File: src/rtl/reg_writeback.sv
// Register file write-back port: in-order result FIFO, per-register pending-write
// scoreboard and busy lookup. Define WB_FWD_EN to add forwarding from buffered results.
module reg_writeback #(
  parameter int unsigned DEPTH = 4,
  parameter int unsigned XLEN  = 32
) (
  input  logic            clk,
  input  logic            rst,
  input  logic            issue_valid,
  input  logic [4:0]      issue_rd,
  output logic            issue_ready,
  input  logic            res_valid,
  output logic            res_ready,
  input  logic [4:0]      res_rd,
  input  logic [XLEN-1:0] res_data,
  output logic            RegWrite,
  output logic [4:0]      rd,
  output logic [XLEN-1:0] rd_write_data,
  input  logic [4:0]      rs1,
  input  logic [4:0]      rs2,
`ifdef WB_FWD_EN
  output logic            rs1_fwd_valid,
  output logic            rs2_fwd_valid,
  output logic [XLEN-1:0] rs1_fwd_data,
  output logic [XLEN-1:0] rs2_fwd_data,
`endif
  output logic            rs1_busy,
  output logic            rs2_busy
);

  localparam int unsigned AW   = $clog2(DEPTH);
  localparam int unsigned PTRW = AW + 1;
  localparam int unsigned PW   = $clog2(DEPTH + 1);

  logic [4:0]      r_mem_rd   [DEPTH];
  logic [XLEN-1:0] r_mem_data [DEPTH];
  logic [PTRW-1:0] r_wptr;
  logic [PTRW-1:0] r_rptr;
  logic [PW-1:0]   r_pend     [32];

  logic            w_empty;
  logic            w_full;
  logic            w_push;
  logic            w_pop;
  logic [4:0]      w_head_rd;
  logic [XLEN-1:0] w_head_data;
  logic            w_inc;
  logic            w_dec;

  assign w_empty     = (r_wptr == r_rptr);
  assign w_full      = (r_wptr[AW] != r_rptr[AW]) && (r_wptr[AW-1:0] == r_rptr[AW-1:0]);
  assign w_push      = res_valid && !w_full;
  assign w_pop       = !w_empty;
  assign w_head_rd   = r_mem_rd[r_rptr[AW-1:0]];
  assign w_head_data = r_mem_data[r_rptr[AW-1:0]];

  // Head of the FIFO drives the register file write port directly.
  assign RegWrite      = !w_empty && (w_head_rd != 5'd0);
  assign rd            = w_empty ? 5'd0 : w_head_rd;
  assign rd_write_data = w_empty ? '0 : w_head_data;
  assign res_ready     = !w_full;
  assign issue_ready   = (issue_rd == 5'd0) || (r_pend[issue_rd] != PW'(DEPTH));

  assign w_inc = issue_valid && issue_ready && (issue_rd != 5'd0);
  assign w_dec = w_pop && (w_head_rd != 5'd0);

  always_ff @(posedge clk) begin
    if (w_push) begin
      r_mem_rd[r_wptr[AW-1:0]]   <= res_rd;
      r_mem_data[r_wptr[AW-1:0]] <= res_data;
    end
  end

  always_ff @(posedge clk or posedge rst) begin
    if (rst) begin
      r_wptr <= '0;
      r_rptr <= '0;
    end else begin
      if (w_push) r_wptr <= r_wptr + PTRW'(1);
      if (w_pop)  r_rptr <= r_rptr + PTRW'(1);
    end
  end

  // Same-register increment and decrement cancel; decrement saturates at zero.
  always_ff @(posedge clk or posedge rst) begin
    if (rst) begin
      for (int i = 0; i < 32; i++) r_pend[i] <= '0;
    end else begin
      for (int i = 1; i < 32; i++) begin
        if (w_inc && (issue_rd == 5'(i)) && !(w_dec && (w_head_rd == 5'(i)))) begin
          r_pend[i] <= r_pend[i] + PW'(1);
        end else if (w_dec && (w_head_rd == 5'(i)) && !(w_inc && (issue_rd == 5'(i)))
                     && (r_pend[i] != '0)) begin
          r_pend[i] <= r_pend[i] - PW'(1);
        end
      end
    end
  end

`ifdef WB_FWD_EN
  logic [PTRW-1:0] w_count;
  logic [AW-1:0]   w_idx;
  logic [PW-1:0]   w_cnt1;
  logic [PW-1:0]   w_cnt2;
  logic [XLEN-1:0] w_fdat1;
  logic [XLEN-1:0] w_fdat2;
  logic            w_hit1;
  logic            w_hit2;

  assign w_count = r_wptr - r_rptr;

  // Scan oldest to youngest so the last match is the youngest buffered value.
  always_comb begin
    w_idx   = '0;
    w_cnt1  = '0;
    w_cnt2  = '0;
    w_fdat1 = '0;
    w_fdat2 = '0;
    for (int k = 0; k < DEPTH; k++) begin
      w_idx = r_rptr[AW-1:0] + AW'(k);
      if (PTRW'(k) < w_count) begin
        if (r_mem_rd[w_idx] == rs1) begin
          w_cnt1  = w_cnt1 + PW'(1);
          w_fdat1 = r_mem_data[w_idx];
        end
        if (r_mem_rd[w_idx] == rs2) begin
          w_cnt2  = w_cnt2 + PW'(1);
          w_fdat2 = r_mem_data[w_idx];
        end
      end
    end
  end

  assign w_hit1 = (rs1 != 5'd0) && (w_cnt1 != '0) && (w_cnt1 == r_pend[rs1]);
  assign w_hit2 = (rs2 != 5'd0) && (w_cnt2 != '0) && (w_cnt2 == r_pend[rs2]);

  assign rs1_fwd_valid = w_hit1;
  assign rs2_fwd_valid = w_hit2;
  assign rs1_fwd_data  = w_hit1 ? w_fdat1 : '0;
  assign rs2_fwd_data  = w_hit2 ? w_fdat2 : '0;
  assign rs1_busy      = (r_pend[rs1] != '0) && !w_hit1;
  assign rs2_busy      = (r_pend[rs2] != '0) && !w_hit2;
`else
  assign rs1_busy = (r_pend[rs1] != '0);
  assign rs2_busy = (r_pend[rs2] != '0);
`endif

endmodule
File: config.mk
export PLATFORM = sky130hd
export DESIGN_NAME = reg_writeback
export DESIGN_NICKNAME = d
export VERILOG_FILES = /design/src/rtl/reg_writeback.sv
export SDC_FILE = /design/constraint.sdc
export NUM_CORES = 1
export LEC_CHECK = 0
export CAP_MARGIN = 0
export CORE_UTILIZATION = 25
export CTS_CLUSTER_SIZE = 20
export DETAILED_ROUTE_END_ITERATION = 16
export GPL_ROUTABILITY_DRIVEN = 0
export PLACE_DENSITY = 0.46
export SLEW_MARGIN = 10
export SYNTH_ARGS = -nofsm -noshare
export SYNTH_HDL_FRONTEND = slang
export SYNTH_SLANG_ARGS = --single-unit
File: constraint.sdc
create_clock -name clk -period 8.39 [get_ports clk]
set_input_delay 1.678 -clock clk [delete_from_list [all_inputs] [get_ports clk]]
set_output_delay 1.678 -clock clk [all_outputs]
set_load 0.02 [all_outputs]
==> run_results.csv <==
group,metric,value,unit
run_status,status,"completed",
grt,grt-ovfl-total,0,
pwr,leakagePower,5.908,nW
pwr,pwr_density_cell,372.4,nW/µm²
clock_network,postCtsHoldBufs,0,
critical_path,r2r-start,"r_rptr[0]",
drt,firstDrtPassIters,5,
timing,setup_viol,0,
clock_network,clkSinkCount,247,
critical_path,crit_fanout,28,
floorplan,die-width,237.2,µm
timing,hold_viol,0,
clock_network,cts_buffers,30,
synthesis,syn_inst,1146,
critical_path,worstPathArrival,5.13,ns
clock_network,cts_setup_buffers,0,
critical_path,ff2ff_setup_slack,4.26,ns
clock_network,root_buffer,"clkbuf_16",
layout,drive_above_1_share,0.1278,
layout,num-nets-final,1341,
grt,grt_pass1_vias,9879,
drt,drtIter0Drc,601,
clock_network,htree_levels,1,
critical_path,r2r-end,"r_pend[46]",
drt,ant_nets,0,
synthesis,synth_common_cells,"edfxtp_1 (148), dfrtp_1 (99), nor2_1 (65), inv_1 (56), mux4_2 (56)",
synthesis,synth_edf_count,148,
run,drv_cap,0,
floorplan,rows,85,
synthesis,synthArstFlopShare,0.4008,
clock_network,cts_resized,0,
timing,final-max-slew-violation-count,0,
synthesis,synth_area_leaders,"edfxtp_1 (32%), dfrtp_1 (18%), mux4_2 (9.1%), fa_1 (4.5%), mux2i_1 (3.3%)",
synthesis,netlist_area,13830,µm²
floorplan,io_pins,98,
critical_path,crit_start,"issue_rd[0]",
synthesis,synth_nets,1238,
synthesis,ys_warn_count,3,
clock_network,clock_path_buffers,3,
synthesis,yosys_register_bits,247,
min_path,holdCritStartpoint,"r_pend[35]",
critical_path,required,6.71,ns
drt,avgViaCountPerCell,5.072,
layout,area_growth,20.30,%
drt,routed_wl,38880,µm
critical_path,reg2regPathDepth,9,
floorplan,die_area,56250,µm²
placement,dpl.hpwl,27400,µm
synthesis,avgSynthCellArea,12.06,µm²
timing,fin_crit_sh,0.8118,
grt,antenna_found_initial,3,
timing,fmax,146.8,MHz
floorplan,start_util,0.2549,
floorplan,die_h,237.2,µm
grt,grt_pass1_wl,59700,µm
timing,relSlewSlack,0.1922,
synthesis,synth.distinct_cells,82,
timing,grt_setup_unrepaired,"false",
critical_path,cp-start-kind,"primary input",
synthesis,netlist.area_leader.share,0.3214,
synthesis,synth_most_common_cell,"edfxtp_1",
layout,fin_area,16630,µm²
layout,post_layout_nonfiller_instances,1964,
drt,routed-via-count,9962,
timing,tns,0,ns
min_path,hold_class,"reg -> reg",
pwr,ir_drop,0.1944,mV
drt,wl_per_cell,19.80,µm
clock_network,cts_tree,"built",
timing,period_needed,6.811,ns
layout,antennaDiodeCount,0,
clock_network,clk_pin_slew,0.06,ns
timing,final.setup.worst_slack,1.579,ns
critical_path,critPathCaptureType,"output port",
placement,place_area,15640,µm²
placement,port-buffer-count,97,
clock_network,clk_latency,0.59,ns
placement,dp_slack,1.603,ns
timing,skew,0.02171,ns
grt,gr-usage-all-layers,0.1372,
drt,drc_errors,0,
critical_path,crit_type,"in -> out",
grt,grt_max_degree,52,
timing,worst_slew_pin_slew,1.208,ns
critical_path,worstSetupEndpoint,"issue_ready",
floorplan,core-area,54240,µm²
synthesis,synth-main-ff-cell,"edfxtp_1",
synthesis,synth_seq_area_share,0.5006,
synthesis,synth_area_leader_cell,"edfxtp_1",
placement,placed_cells,1913,
-- registers in the layout (all words and copies together) (netlist names) --
signal      cells
r_mem_data    128
r_mem_rd       20
r_wptr          3
r_pend         93
r_rptr          3
-- per-stage QoR --
stage | utilization | hold slack (ns) | power (mW)
6_report | 0.3066 | 0.5051 | 6.193
3_5_place_dp | 0.2883 | 0.4910 | 4.924
2_1_floorplan | - | 0.4569 | 3.791
4_1_cts | 0.3066 | 0.5020 | 6.281
5_1_grt | 0.3066 | 0.5465 | 6.605
3_3_place_gp | 0.2883 | 0.4959 | 4.915
-- cell families (layout without fill, tap and decap cells) --
kind of cell / after synthesis / count (layout) / share of synthesized area
and+or+nand+nor: 403 / 403 / 0.1610
DFF: 247 / 247 / 0.5006
AOI/OAI and AO/OA: 212 / 212 / 0.1037
muxes: 118 / 118 / 0.1376
buffers and inverters: 103 / 225 / 0.03059
adders and majority gates: 36 / 36 / 0.04941
xor gates and xnor gates: 27 / 27 / 0.01710
-- routing by layer --
metal,wire (µm),global-route usage,vias to the layer above
met1,17830,0.1896,5078
met4,770,0.03050,6
met3,2551,0.03356,53
met2,17690,0.2166,243
li1,-,-,4582
met5,41,0,-
-- final cells by class --
class | count | area, µm²
Fill cell | 5529 | 37610
Inverter | 56 | 212.7
Sequential cell | 247 | 6924
Clock inverter | 16 | 206.4
Multi-Input combinational cell | 796 | 6500
Clock buffer | 35 | 789.5
Timing Repair Buffer | 118 | 1129
Tap cell | 696 | 870.8
-- layout by cell type, fill, tap and decap left out, types with 41 or more instances in the layout --
master and count:
nand2_1 51, mux4_2 56, a21oi_1 41, inv_1 55, nor2b_1 43, clkdlybuf4s50_1 97
nor2_1 65, nand3_1 45, dfrtp_1 97, nor3_1 54, mux2i_1 46, edfxtp_1 148
-- how the worst min path moves through the flow --
| stage | end | slack (ns) | cells past startpoint |
|---|---|---|---|
| global placement | r_pend[41] | 0.50 | 1 |
| CTS | r_pend[35] | 0.50 | 1 |
| floorplan | r_pend[92] | 0.46 | 1 |
| global route | r_pend[11] | 0.55 | 1 |
| detailed placement | r_pend[35] | 0.49 | 1 |
| finish | r_pend[35] | 0.51 | 1 |
-- worst max-delay path: stages --
cell and delay (ns):
clkdlybuf4s50_1 1.03, nor2b_1 0.66, a221oi_1 0.19, a211oi_2 0.36, o311a_1 0.43, a21oi_1 0.19, clkdlybuf4s50_1 0.58
-- where the power goes --
group          internal [mW]  switching (mW)  total [mW]  leakage [nW]
clock network          0.791           0.529        1.32         0.492
registers               1.70           0.420        2.13          2.53
logic                   1.23            1.52        2.75          2.89
total                   3.72            2.47        6.19          5.91
Note: power is estimated with default switching activity, not from simulation.
